==> config.mk <==
export PLATFORM = sky130hd
export DESIGN_NAME = ps2_tx_axis
export DESIGN_NICKNAME = d
export VERILOG_FILES = /design/src/rtl/ps2_tx_axis.sv
export SDC_FILE = /design/constraint.sdc
export NUM_CORES = 1
export LEC_CHECK = 0
export CAP_MARGIN = 20
export CORE_MARGIN = 2
export CORE_UTILIZATION = 45
export DETAILED_ROUTE_END_ITERATION = 7
export GPL_ROUTABILITY_DRIVEN = 0
export PLACE_DENSITY_LB_ADDON = 0.05
export SLEW_MARGIN = 40
export SYNTH_ARGS = -nofsm -noshare
export SYNTH_HDL_FRONTEND = slang
export SYNTH_SLANG_ARGS = --single-unit
==> constraint.sdc <==
create_clock -name clk_i -period 2.25 [get_ports clk_i]
set_clock_uncertainty 0.2 [all_clocks]
set_input_delay 0.45 -clock clk_i [delete_from_list [all_inputs] [get_ports clk_i]]
set_output_delay 0.45 -clock clk_i [all_outputs]
set_load 0.01 [all_outputs]
==> src/rtl/ps2_tx_axis.sv <==
// ps2_tx_axis: host-to-device PS/2 command transmitter with an AXI-Stream
// byte input. A byte is sent by inhibiting the clock, making a request-to-send,
// then shifting start/data/parity/stop bits on device-generated falling edges,
// and finally sampling the device ACK.
// Optional feature: define PS2_TX_RESEND_EN to retry a NACKed byte once.
module ps2_tx_axis #(
    parameter int INHIBIT_CYCLES = 5000,
    parameter int TIMEOUT_CYCLES = 100000
) (
    input  logic       clk_i,
    input  logic       rst_i,
    input  logic       s_axis_tvalid_i,
    output logic       s_axis_tready_o,
    input  logic [7:0] s_axis_tdata_i,
    input  logic       ps2_clk_i,
    input  logic       ps2_data_i,
    output logic       ps2_clk_oe_o,
    output logic       ps2_data_oe_o,
    output logic       busy_o,
    output logic       ack_o,
    output logic       err_o
);

    localparam int MAX_CYC = (INHIBIT_CYCLES > TIMEOUT_CYCLES) ? INHIBIT_CYCLES : TIMEOUT_CYCLES;
    localparam int CNT_W   = $clog2(MAX_CYC + 1);
    localparam logic [CNT_W-1:0] INH_LAST = CNT_W'(INHIBIT_CYCLES - 1);
    localparam logic [CNT_W-1:0] TO_LAST  = CNT_W'(TIMEOUT_CYCLES - 1);

    typedef enum logic [2:0] {
        IDLE      = 3'd0,
        INHIBIT   = 3'd1,
        REQ       = 3'd2,
        SHIFT     = 3'd3,
        ACK       = 3'd4,
        WAIT_IDLE = 3'd5
    } state_t;

    state_t           r_state;
    logic [CNT_W-1:0] r_cnt;       // inhibit length, then timeout
    logic [3:0]       r_edge_cnt;
    logic [7:0]       r_byte;
    logic             r_tready;
    logic             r_busy;
    logic             r_clk_oe;
    logic             r_data_oe;
    logic             r_ack;
    logic             r_err;
`ifdef PS2_TX_RESEND_EN
    logic             r_resent;    // this byte has already been retried once
    logic             r_retry;     // WAIT_IDLE should restart from INHIBIT
`endif

    logic r_clk_meta, r_clk_sync, r_clk_prev;
    logic r_dat_meta, r_dat_sync;
    logic w_clk_fall;

    // Bit driven after falling edge idx+1: data LSB first, odd parity, then stop (1).
    function automatic logic frame_bit(input logic [7:0] d, input logic [3:0] idx);
        logic b;
        if (idx < 4'd8)
            b = d[idx[2:0]];
        else if (idx == 4'd8)
            b = ~^d;
        else
            b = 1'b1;
        return b;
    endfunction

    // Two-flop synchronizers for the raw lines plus a delayed clock for edge detect;
    // reset to the idle (high) line level so no false edge follows reset.
    always_ff @(posedge clk_i or posedge rst_i) begin
        if (rst_i) begin
            r_clk_meta <= 1'b1;
            r_clk_sync <= 1'b1;
            r_clk_prev <= 1'b1;
            r_dat_meta <= 1'b1;
            r_dat_sync <= 1'b1;
        end else begin
            r_clk_meta <= ps2_clk_i;
            r_clk_sync <= r_clk_meta;
            r_clk_prev <= r_clk_sync;
            r_dat_meta <= ps2_data_i;
            r_dat_sync <= r_dat_meta;
        end
    end

    assign w_clk_fall = r_clk_prev & ~r_clk_sync;

    // Command byte capture on the AXI-Stream handshake (data path, no reset).
    always_ff @(posedge clk_i) begin
        if (s_axis_tvalid_i && r_tready)
            r_byte <= s_axis_tdata_i;
    end

    // Transfer FSM with registered line enables and status pulses.
    always_ff @(posedge clk_i or posedge rst_i) begin
        if (rst_i) begin
            r_state    <= IDLE;
            r_cnt      <= '0;
            r_edge_cnt <= '0;
            r_tready   <= 1'b0;
            r_busy     <= 1'b0;
            r_clk_oe   <= 1'b0;
            r_data_oe  <= 1'b0;
            r_ack      <= 1'b0;
            r_err      <= 1'b0;
`ifdef PS2_TX_RESEND_EN
            r_resent   <= 1'b0;
            r_retry    <= 1'b0;
`endif
        end else begin
            r_ack <= 1'b0;
            r_err <= 1'b0;
            case (r_state)
                IDLE: begin
                    r_tready <= 1'b1;
                    r_busy   <= 1'b0;
                    if (s_axis_tvalid_i && r_tready) begin
                        r_state   <= INHIBIT;
                        r_tready  <= 1'b0;
                        r_busy    <= 1'b1;
                        r_clk_oe  <= 1'b1;
                        r_data_oe <= 1'b0;
                        r_cnt     <= '0;
`ifdef PS2_TX_RESEND_EN
                        r_resent  <= 1'b0;
                        r_retry   <= 1'b0;
`endif
                    end
                end
                INHIBIT: begin
                    if (r_cnt == INH_LAST) begin
                        r_state   <= REQ;
                        r_data_oe <= 1'b1;
                        r_cnt     <= '0;
                    end else begin
                        r_cnt <= r_cnt + 1'b1;
                    end
                end
                REQ: begin
                    // Release the clock while holding data low: this is the start bit.
                    r_state    <= SHIFT;
                    r_clk_oe   <= 1'b0;
                    r_data_oe  <= 1'b1;
                    r_cnt      <= '0;
                    r_edge_cnt <= '0;
                end
                SHIFT, ACK: begin
                    if (r_cnt == TO_LAST) begin
                        r_state    <= WAIT_IDLE;
                        r_clk_oe   <= 1'b0;
                        r_data_oe  <= 1'b0;
                        r_err      <= 1'b1;
                        r_cnt      <= '0;
                        r_edge_cnt <= '0;
                    end else begin
                        r_cnt <= r_cnt + 1'b1;
                        if (w_clk_fall && r_state == SHIFT) begin
                            r_data_oe  <= ~frame_bit(r_byte, r_edge_cnt);
                            r_edge_cnt <= r_edge_cnt + 1'b1;
                            if (r_edge_cnt == 4'd9)
                                r_state <= ACK;
                        end else if (w_clk_fall) begin
                            r_state    <= WAIT_IDLE;
                            r_cnt      <= '0;
                            r_edge_cnt <= '0;
                            if (!r_dat_sync) begin
                                r_ack <= 1'b1;
                            end else begin
`ifdef PS2_TX_RESEND_EN
                                if (r_resent) begin
                                    r_err <= 1'b1;
                                end else begin
                                    r_resent <= 1'b1;
                                    r_retry  <= 1'b1;
                                end
`else
                                r_err <= 1'b1;
`endif
                            end
                        end
                    end
                end
                WAIT_IDLE: begin
                    if (r_clk_sync && r_dat_sync) begin
`ifdef PS2_TX_RESEND_EN
                        if (r_retry) begin
                            r_state   <= INHIBIT;
                            r_retry   <= 1'b0;
                            r_clk_oe  <= 1'b1;
                            r_data_oe <= 1'b0;
                            r_cnt     <= '0;
                        end else begin
                            r_state  <= IDLE;
                            r_busy   <= 1'b0;
                            r_tready <= 1'b1;
                        end
`else
                        r_state  <= IDLE;
                        r_busy   <= 1'b0;
                        r_tready <= 1'b1;
`endif
                    end
                end
                default: begin
                    r_state   <= IDLE;
                    r_clk_oe  <= 1'b0;
                    r_data_oe <= 1'b0;
                    r_busy    <= 1'b0;
                    r_tready  <= 1'b0;
                end
            endcase
        end
    end

    assign s_axis_tready_o = r_tready;
    assign busy_o          = r_busy;
    assign ps2_clk_oe_o    = r_clk_oe;
    assign ps2_data_oe_o   = r_data_oe;
    assign ack_o           = r_ack;
    assign err_o           = r_err;

endmodule

Word level (Yosys, flattened, before mapping)
Index checks and enable logic that the tools add are counted.

storage, ports and cells
  register bits after elaboration = 43
  bits of input ports = 13
  word-level logic and storage cells = 106
  output and inout bits = 6

cells by class
  equality and inequality tests = 16
  order comparisons = 2
  reduce and logical (&&, ||, !) cells = 16
  mux-type cells = 49
  add/subtract/negate cells = 2
  bitwise operators = 6

operators by type and width
  kind                                                    count
  2-to-1 mux 17 bit                                       5
  case mux 17 bit (4 select lines)                        1
  2-to-1 mux 1 bit                                        26
  2-to-1 mux 3 bit                                        7
  adder 17 x 1 -> 17 bit (second input constant)          1
  equality test 17 x 13 -> 1 bit (second input constant)  1
  equality test 17 bit (second input constant)            1
  case mux 3 bit (5 select lines)                         1
  2-to-1 mux 4 bit                                        3
  case mux 1 bit (3 select lines)                         3
  equality test 4 bit (second input constant)             2
  != test 2 bit (second input constant)                   4
  != test 4 bit (second input constant)                   2
  case mux 4 bit (2 select lines)                         1
  XNOR reduction 8 bit                                    1
  equality test 3 x 2 -> 1 bit (second input constant)    2
  equality test 3 bit (second input constant)             2
  AND reduction 2 bit                                     3
  NOT 1 bit                                               5
  case mux 1 bit (5 select lines)                         1
  AND reduction 5 bit                                     1
  adder 4 x 1 -> 4 bit (second input constant)            1
  < comparator 3 x 4 -> 1 bit (second input constant)     1
  < comparator 4 bit (second input constant)              1
  other kinds (12)                                        15

Depth between registers and ports, before layout
Gate-level depths: netlist (run 1).

  depth in word-level cells = 10
  mapped depth = 8

Least setup slack after synthesis (run 1)
Ideal clock, no wire load.

  path kind = reg-to-reg
  start = register r_cnt[0]
  end = register r_state[0]
  path slack = 304 ps
  stages on the path, launching flop included = 7
  setup time = 79 ps
  period minus slack after synthesis = 1946 ps
  arrival time = 1667 ps
  cells stage by stage = dfrtp_1 -> ha_1 -> nor4bb_1 -> and4_2 -> or3_1 -> o2111ai_2 -> mux2i_1

on the way
  cells in the longest elaborated chain, start to end = 3

ends and longest elaborated chain
  element                                                                           RTL line  RTL
  start: declaration                                                                39        logic [CNT_W-1:0] r_cnt;
  start signal: assignment                                                          137       r_cnt <= r_cnt + 1'b1;
  start signal: assignment                                                          157       r_cnt <= r_cnt + 1'b1;
  equality test 17 bit or equality test 17 x 13 -> 1 bit (tied branches)            149, 132
  != test 4 bit (no line) (tied with other cells)                                   -
  AND reduction 5 bit (no line) or case mux 3 bit (5 select lines) (tied branches)  -
  end signal: assignment                                                            150       r_state <= WAIT_IDLE;
  end signal: assignment                                                            162       r_state <= ACK;
  end signal: assignment                                                            164       r_state <= WAIT_IDLE;
  end: declaration                                                                  38        state_t r_state;

Several ways; a longest one is shown, not always the timed one.
A chain may end at the register's enable or synchronous reset.

Worst setup path in the final report (run 1)
  start = register r_cnt[0]
  end = register r_cnt[0]

on the way
  cells in the longest elaborated chain, start to end = 5

ends and longest elaborated chain
  element                             RTL line  RTL
  adder 17 x 1 -> 17 bit              137, 157
  2-to-1 mux 17 bit                   163       end else if (w_clk_fall) begin
  2-to-1 mux 17 bit                   158       if (w_clk_fall && r_state == SHIFT) begin
  2-to-1 mux 17 bit                   149       if (r_cnt == TO_LAST) begin
  case mux 17 bit (4 select lines) *  114       case (r_state)

Mark *: on every way between the ends. The rest lies on a longest branch, timed or not.

==> impl_metrics.tcl, run 1 <==
set metrics [dict create \
    synthSimpleGateAreaFrac_pct 21.0 \
    synth_enable_flop_cells 8 \
    die_x_um 76.7 \
    yosys.area_share.adder_pct 2.11 \
    drc 0 \
    cts_max_level 2 \
    grt_use_total_pct 18.7 \
    firstDrtPassIters 4 \
    start_kind "register" \
    grt_overflow_total 0 \
    die_y_um 76.7 \
    crit_chain "ha_2 -> buf_4 -> and4_1 -> buf_4 -> nand2_2 -> o22ai_2 -> o21ai_2 -> mux2_2" \
    postSynthCellCount 227 \
    critPathKind "register to register" \
    detail-route-antenna-nets 0 \
    syn2layout_area_growth_pct 28.8 \
    dp_slack_ps -255 \
    wire_per_inst_um 14.1 \
    fin_area_um2 3060 \
    critPathRequiredTime_ps 2230 \
    routed_wl_um 5030 \
    slew_viol_final 0 \
    clock_latency_ps 300 \
    core_area_um2 5110 \
    cts_sinks 43 \
    cts_inserted_buffers 5 \
    crit_fanout 5 \
    hold_buffers 0 \
    synth.most_common_cell "dfrtp_1" \
    synthXorXnorAreaFrac_pct 7.74 \
    status "completed" \
    relSlewSlack_pct 69.0 \
    worst_slack_ps 141 \
    antenna_found_initial 0 \
    synthTopCellsByArea "dfrtp_1 (32%), edfxtp_1 (10%), xnor2_1 (7.4%)" \
    fin_crit_ps 2110 \
    rsz0062_at_grt "false" \
    synth_compound_area_share_pct 15.2 \
    path_clk_slew_ps 80 \
    cp_num_buf_inv 2 \
    holdWs_ps 157 \
    cap_violations 0 \
    cts_tree "yes" \
    final_util_pct 59.9 \
    dr.first_iter.drc_count 110 \
    synth_common_cells "dfrtp_1 (30), nor2_1 (20), xnor2_1 (20)" \
    cp_common_cell "buf_4" \
    nFillCells 447 \
    muxShareOfSynthArea_pct 3.21 \
    placed_cell_area_um2 2900 \
    syn_area_per_cell_um2 10.5 \
    setup_viol 0 \
    hp-class "register to register" \
    synth_seq_area_share_pct 47.2 \
    grt_max_degree 36 \
    grt_pass1_wl_um 8750 \
    synth_area_leader_cell "dfrtp_1" \
    yosys.area.top_type_share_pct 31.6 \
    clock.fmax_mhz 474 \
    viasPerCell 5.26 \
    synth.ff_latch_count 43 \
    place_hpwl_um 3760 \
    worst_pin_slew_ps 462 \
    async_flop_share_pct 81.4 \
    ys.flop_type "dfrtp_1" \
    syn_area_um2 2380 \
    ir_worst_vdd_uv 637 \
    total_power_mw 3.28 \
    io_buffers 18 \
    cellPowerDensity_nw_per_um2 1070 \
    timing.final.crit_share_pct 93.7 \
    cts_buffer_depth 2 \
    cts_root_buf "clkbuf_8" \
    initial_core_util_pct 46.5 \
    dieArea_um2 5880 \
    max_stage_delay_ps 380 \
    cp.arrival_ps 2090 \
    end_kind "register" \
    synth_top_family_by_area "simple AND/OR/NAND/NOR gates" \
    final_layout_size_suffix_gt1_share_pct 25.2 \
    io_pins 19 \
    p_leak_nw 1.25 \
    dr_total_vias 1872 \
    crit_slowest_cell "dfrtp_1" \
    yosys_warnings 0 \
    grt_pass1_vias 1820 \
    rows 26 \
    syn_nets 244 \
    yosysUniqueCellTypes 60 \
    diodes 0 \
    nets 302 \
    hold_viol_final 0 \
    cp_top_family "compound AO/OA/AOI/OAI gates" \
]
[final timing paths]
kind,start,end,slack (ps),cells past startpoint
worst max-delay path,r_cnt[0]$_DFFE_PP0P_,r_cnt[0]$_DFFE_PP0P_,140,8
worst min-delay path,r_dat_meta$_DFF_PP1_,r_dat_sync$_DFF_PP1_,160,0
worst max register to register,r_cnt[0]$_DFFE_PP0P_,r_cnt[0]$_DFFE_PP0P_,140,8
worst min register to register,r_dat_meta$_DFF_PP1_,r_dat_sync$_DFF_PP1_,160,0
max in group asynchronous,rst_i,r_clk_prev$_DFF_PP1_,1160,3
min in group asynchronous,rst_i,err_o$_DFF_PP0_,350,3
[registers in the layout (all words and copies together) (netlist names), 3 cells and up]
| signal | count |
|---|---|
| r_cnt | 17 |
| r_byte | 8 |
| r_edge_cnt | 4 |
| r_state | 3 |
[through the flow]
| step | setup TNS, ps | instances |
|---|---|---|
| finish | 0 | 356 |
| global route | 0 | 356 |
| CTS | 0 | 354 |
| detailed placement | -2370 | 346 |
| global placement | -1790 | 346 |
| floorplan | 0 | 227 |
[kinds of logic after synthesis]
logic type,Yosys count
and+or+nand+nor,86
AOI/OAI and AO/OA,51
muxes,5
adders and majority gates,4
DFF,43
buffers and inverters,17
xor gates and xnor gates,21
[cells in the final DEF (no fill, tap or decap), types with 3 or more instances in the layout]
cell type	count
a21oi_1	13
a22o_1	5
buf_4	38
clkbuf_8	5
clkdlybuf4s50_1	18
dfrtp_1	30
dfstp_2	5
edfxtp_1	8
ha_1	3
inv_1	10
nand2_1	13
nand2b_1	3
nand3_1	10
nor2_1	20
nor2b_1	4
nor3_1	9
o21ai_0	10
xnor2_1	20
[per-layer routing]
| layer | track usage, % | up-vias | share of wire, % |
|---|---|---|---|
| li1 | - | 941 | - |
| met1 | 25.2 | 901 | 48 |
| met3 | 3.18 | 8 | 1.7 |
| met2 | 29.6 | 22 | 48 |
| met4 | 8.18 | 0 | 1.9 |
| met5 | 0 | - | 0 |
[report_power, final]
group	internal, mW	switching [mW]
sequential	0.942	0.151
combinational	0.808	0.773
clock	0.331	0.276
[layout make-up]
cell class              instances  area (um2)  share of cell area [%]
clock inverters                 3        43.8                    1.43
flip-flops and latches         43        1120                    36.7
multi-input cells             167        1190                    39.0
clock buffers                   5        68.8                    2.25
inverters                      10        37.5                    1.23
repair buffers                 58         505                    16.5
well taps                      70        87.6                    2.86
[what timing repair did]
item                       4_1_cts  5_1_grt
pin swaps                        0        3
gates resized for setup          1        6
gates cloned                     0        0
buffers inserted                 0        2
setup endpoints to repair       13       24
(Power assumes the default switching activity.)
==> run 2, diff against run 1 <==
Settings changed: CAP_MARGIN 20 to unset, CORE_MARGIN 2 to 1.5.
==> impl_metrics.tcl, run 2 (synthesis gave the netlist of run 1 again) <==
set metrics [dict create \
    dp_cells 345 \
    min_to "r_dat_sync$_DFF_PP1_" \
    worst_slack_ps 130 \
    cp_top_family "compound AO/OA/AOI/OAI gates" \
    met2_length_um 2350 \
    wire_per_inst_um 13.9 \
    cts_inserted_buffers 5 \
    firstDrtPassIters 4 \
    min_from "r_dat_meta$_DFF_PP1_" \
    die_x_um 75.7 \
    grt_use_total_pct 19.6 \
    place_hpwl_um 3670 \
    largestRegisters "r_cnt x17, r_byte x8, r_edge_cnt x4" \
    ff2ff_setup_slack_ps 130 \
    grt_pass1_vias 1805 \
    diodes 0 \
    cts_max_level 2 \
    routed.top_layer "met4" \
    seqCellArea_um2 1120 \
    regMostFlops "r_cnt" \
    end_kind "register" \
    layout_commonest_cell "buf_4" \
    core_area_um2 5110 \
    io_pins 19 \
    timing.final.crit_share_pct 94.2 \
    regToRegStartpoint "r_cnt[0]$_DFFE_PP0P_" \
    routed_wl_um 4960 \
    initial_core_util_pct 46.5 \
    ir_worst_vdd_uv 474 \
    holdWs_ps 156 \
    critPathRequiredTime_ps 2280 \
    setup_viol 0 \
    die_y_um 75.7 \
    rsz0062_at_grt "false" \
    placed_cell_area_um2 2900 \
    fin_area_um2 3050 \
    layout_common_cells "buf_4 (39), dfrtp_1 (30), nor2_1 (20), xnor2_1 (20), clkdlybuf4s50_1 (18)" \
    cp.arrival_ps 2150 \
    final_layout_size_suffix_gt1_share_pct 24.1 \
    nets 302 \
    max_stage_delay_ps 380 \
    grt_pass1_wl_um 8490 \
    detail-route-antenna-nets 0 \
    path_clk_slew_ps 80 \
    cellPowerDensity_nw_per_um2 1070 \
    syn2layout_area_growth_pct 28.2 \
    crit_chain "ha_1 -> buf_4 -> and4_1 -> buf_4 -> nand2_2 -> o22ai_4 -> o2111ai_2 -> mux2i_1" \
    cts_tree "yes" \
    fin_crit_ps 2120 \
    antenna_found_initial 0 \
    cp_common_cell "buf_4" \
    crit_slowest_cell "dfrtp_1" \
    relSlewSlack_pct 69.7 \
    hold_buffers 0 \
    grt_overflow_total 0 \
    finalSetupTns_ps 0 \
    clock_latency_ps 300 \
    dieArea_um2 5730 \
    cts_root_buf "clkbuf_8" \
    largest_register_ffs 17 \
    worstRegToRegCells 8 \
    final_util_pct 59.6 \
    p_leak_nw 1.24 \
    nFillCells 456 \
    cts_sinks 43 \
    dr_wl_met3_um 116 \
    critPathKind "register to register" \
    hold_viol_final 0 \
    crit_fanout 5 \
    holdPathStages 0 \
    dp_slack_ps -48.5 \
    total_power_mw 3.26 \
    dr.first_iter.drc_count 84 \
    start_kind "register" \
    io_buffers 18 \
    multi_input_area_um2 1190 \
    rows 26 \
    final_cell_count_no_fill 356 \
    grt_max_degree 36 \
    slew_viol_final 0 \
    worst_pin_slew_ps 455 \
    drc 0 \
    status "completed" \
    dr_total_vias 1868 \
    cap_violations 0 \
    rr_endpoint "r_state[0]$_DFFE_PP0P_" \
    clock.fmax_mhz 472 \
    cts_buffer_depth 2 \
    viasPerCell 5.25 \
    hp-class "register to register" \
    wl_met1_um 2430 \
    cp_num_buf_inv 2 \
]
run 2: final cells by class:
cell class / count / area share (%)
clock inverter: 3 / 1.40
clock buffer: 5 / 2.26
inverter: 10 / 1.23
sequential: 43 / 36.9
timing repair buffer: 58 / 16.2
multi-input combinational: 167 / 39.2
tap: 70 / 2.88
run 2: worst max path at each step:
stage / startpoint / end / slack (ps) / cells past startpoint
2_1_floorplan: r_cnt[0]$_DFFE_PP0P_ / r_state[0]$_DFFE_PP0P_ / 300 / 6
3_3_place_gp: s_axis_tvalid_i / r_cnt[2]$_DFFE_PP0P_ / -250 / 5
3_5_place_dp: s_axis_tvalid_i / r_cnt[2]$_DFFE_PP0P_ / -50 / 5
4_1_cts: r_cnt[0]$_DFFE_PP0P_ / r_state[0]$_DFFE_PP0P_ / 50 / 8
5_1_grt: r_cnt[0]$_DFFE_PP0P_ / r_edge_cnt[2]$_DFFE_PP0P_ / 9 / 9
6_report: r_cnt[0]$_DFFE_PP0P_ / r_state[0]$_DFFE_PP0P_ / 130 / 8
run 2: routing by layer:
metal,global-route usage [%],vias to the layer above
met2,32.3,21
met5,0,-
met1,26.2,888
met3,3.70,7
met4,5.95,0
li1,-,952
run 2: what timing repair did:
action / CTS / global route
setup buffers: 0 / 3
endpoints found under the setup margin: 0 / 19
gates resized for setup: 0 / 4
run 2: where the power goes:
group	internal (mW)	leakage [nW]	switching (mW)
Combinational	0.796	0.654	0.774
Clock	0.331	0.0562	0.282
Sequential	0.942	0.532	0.139
Total	2.07	1.24	1.20
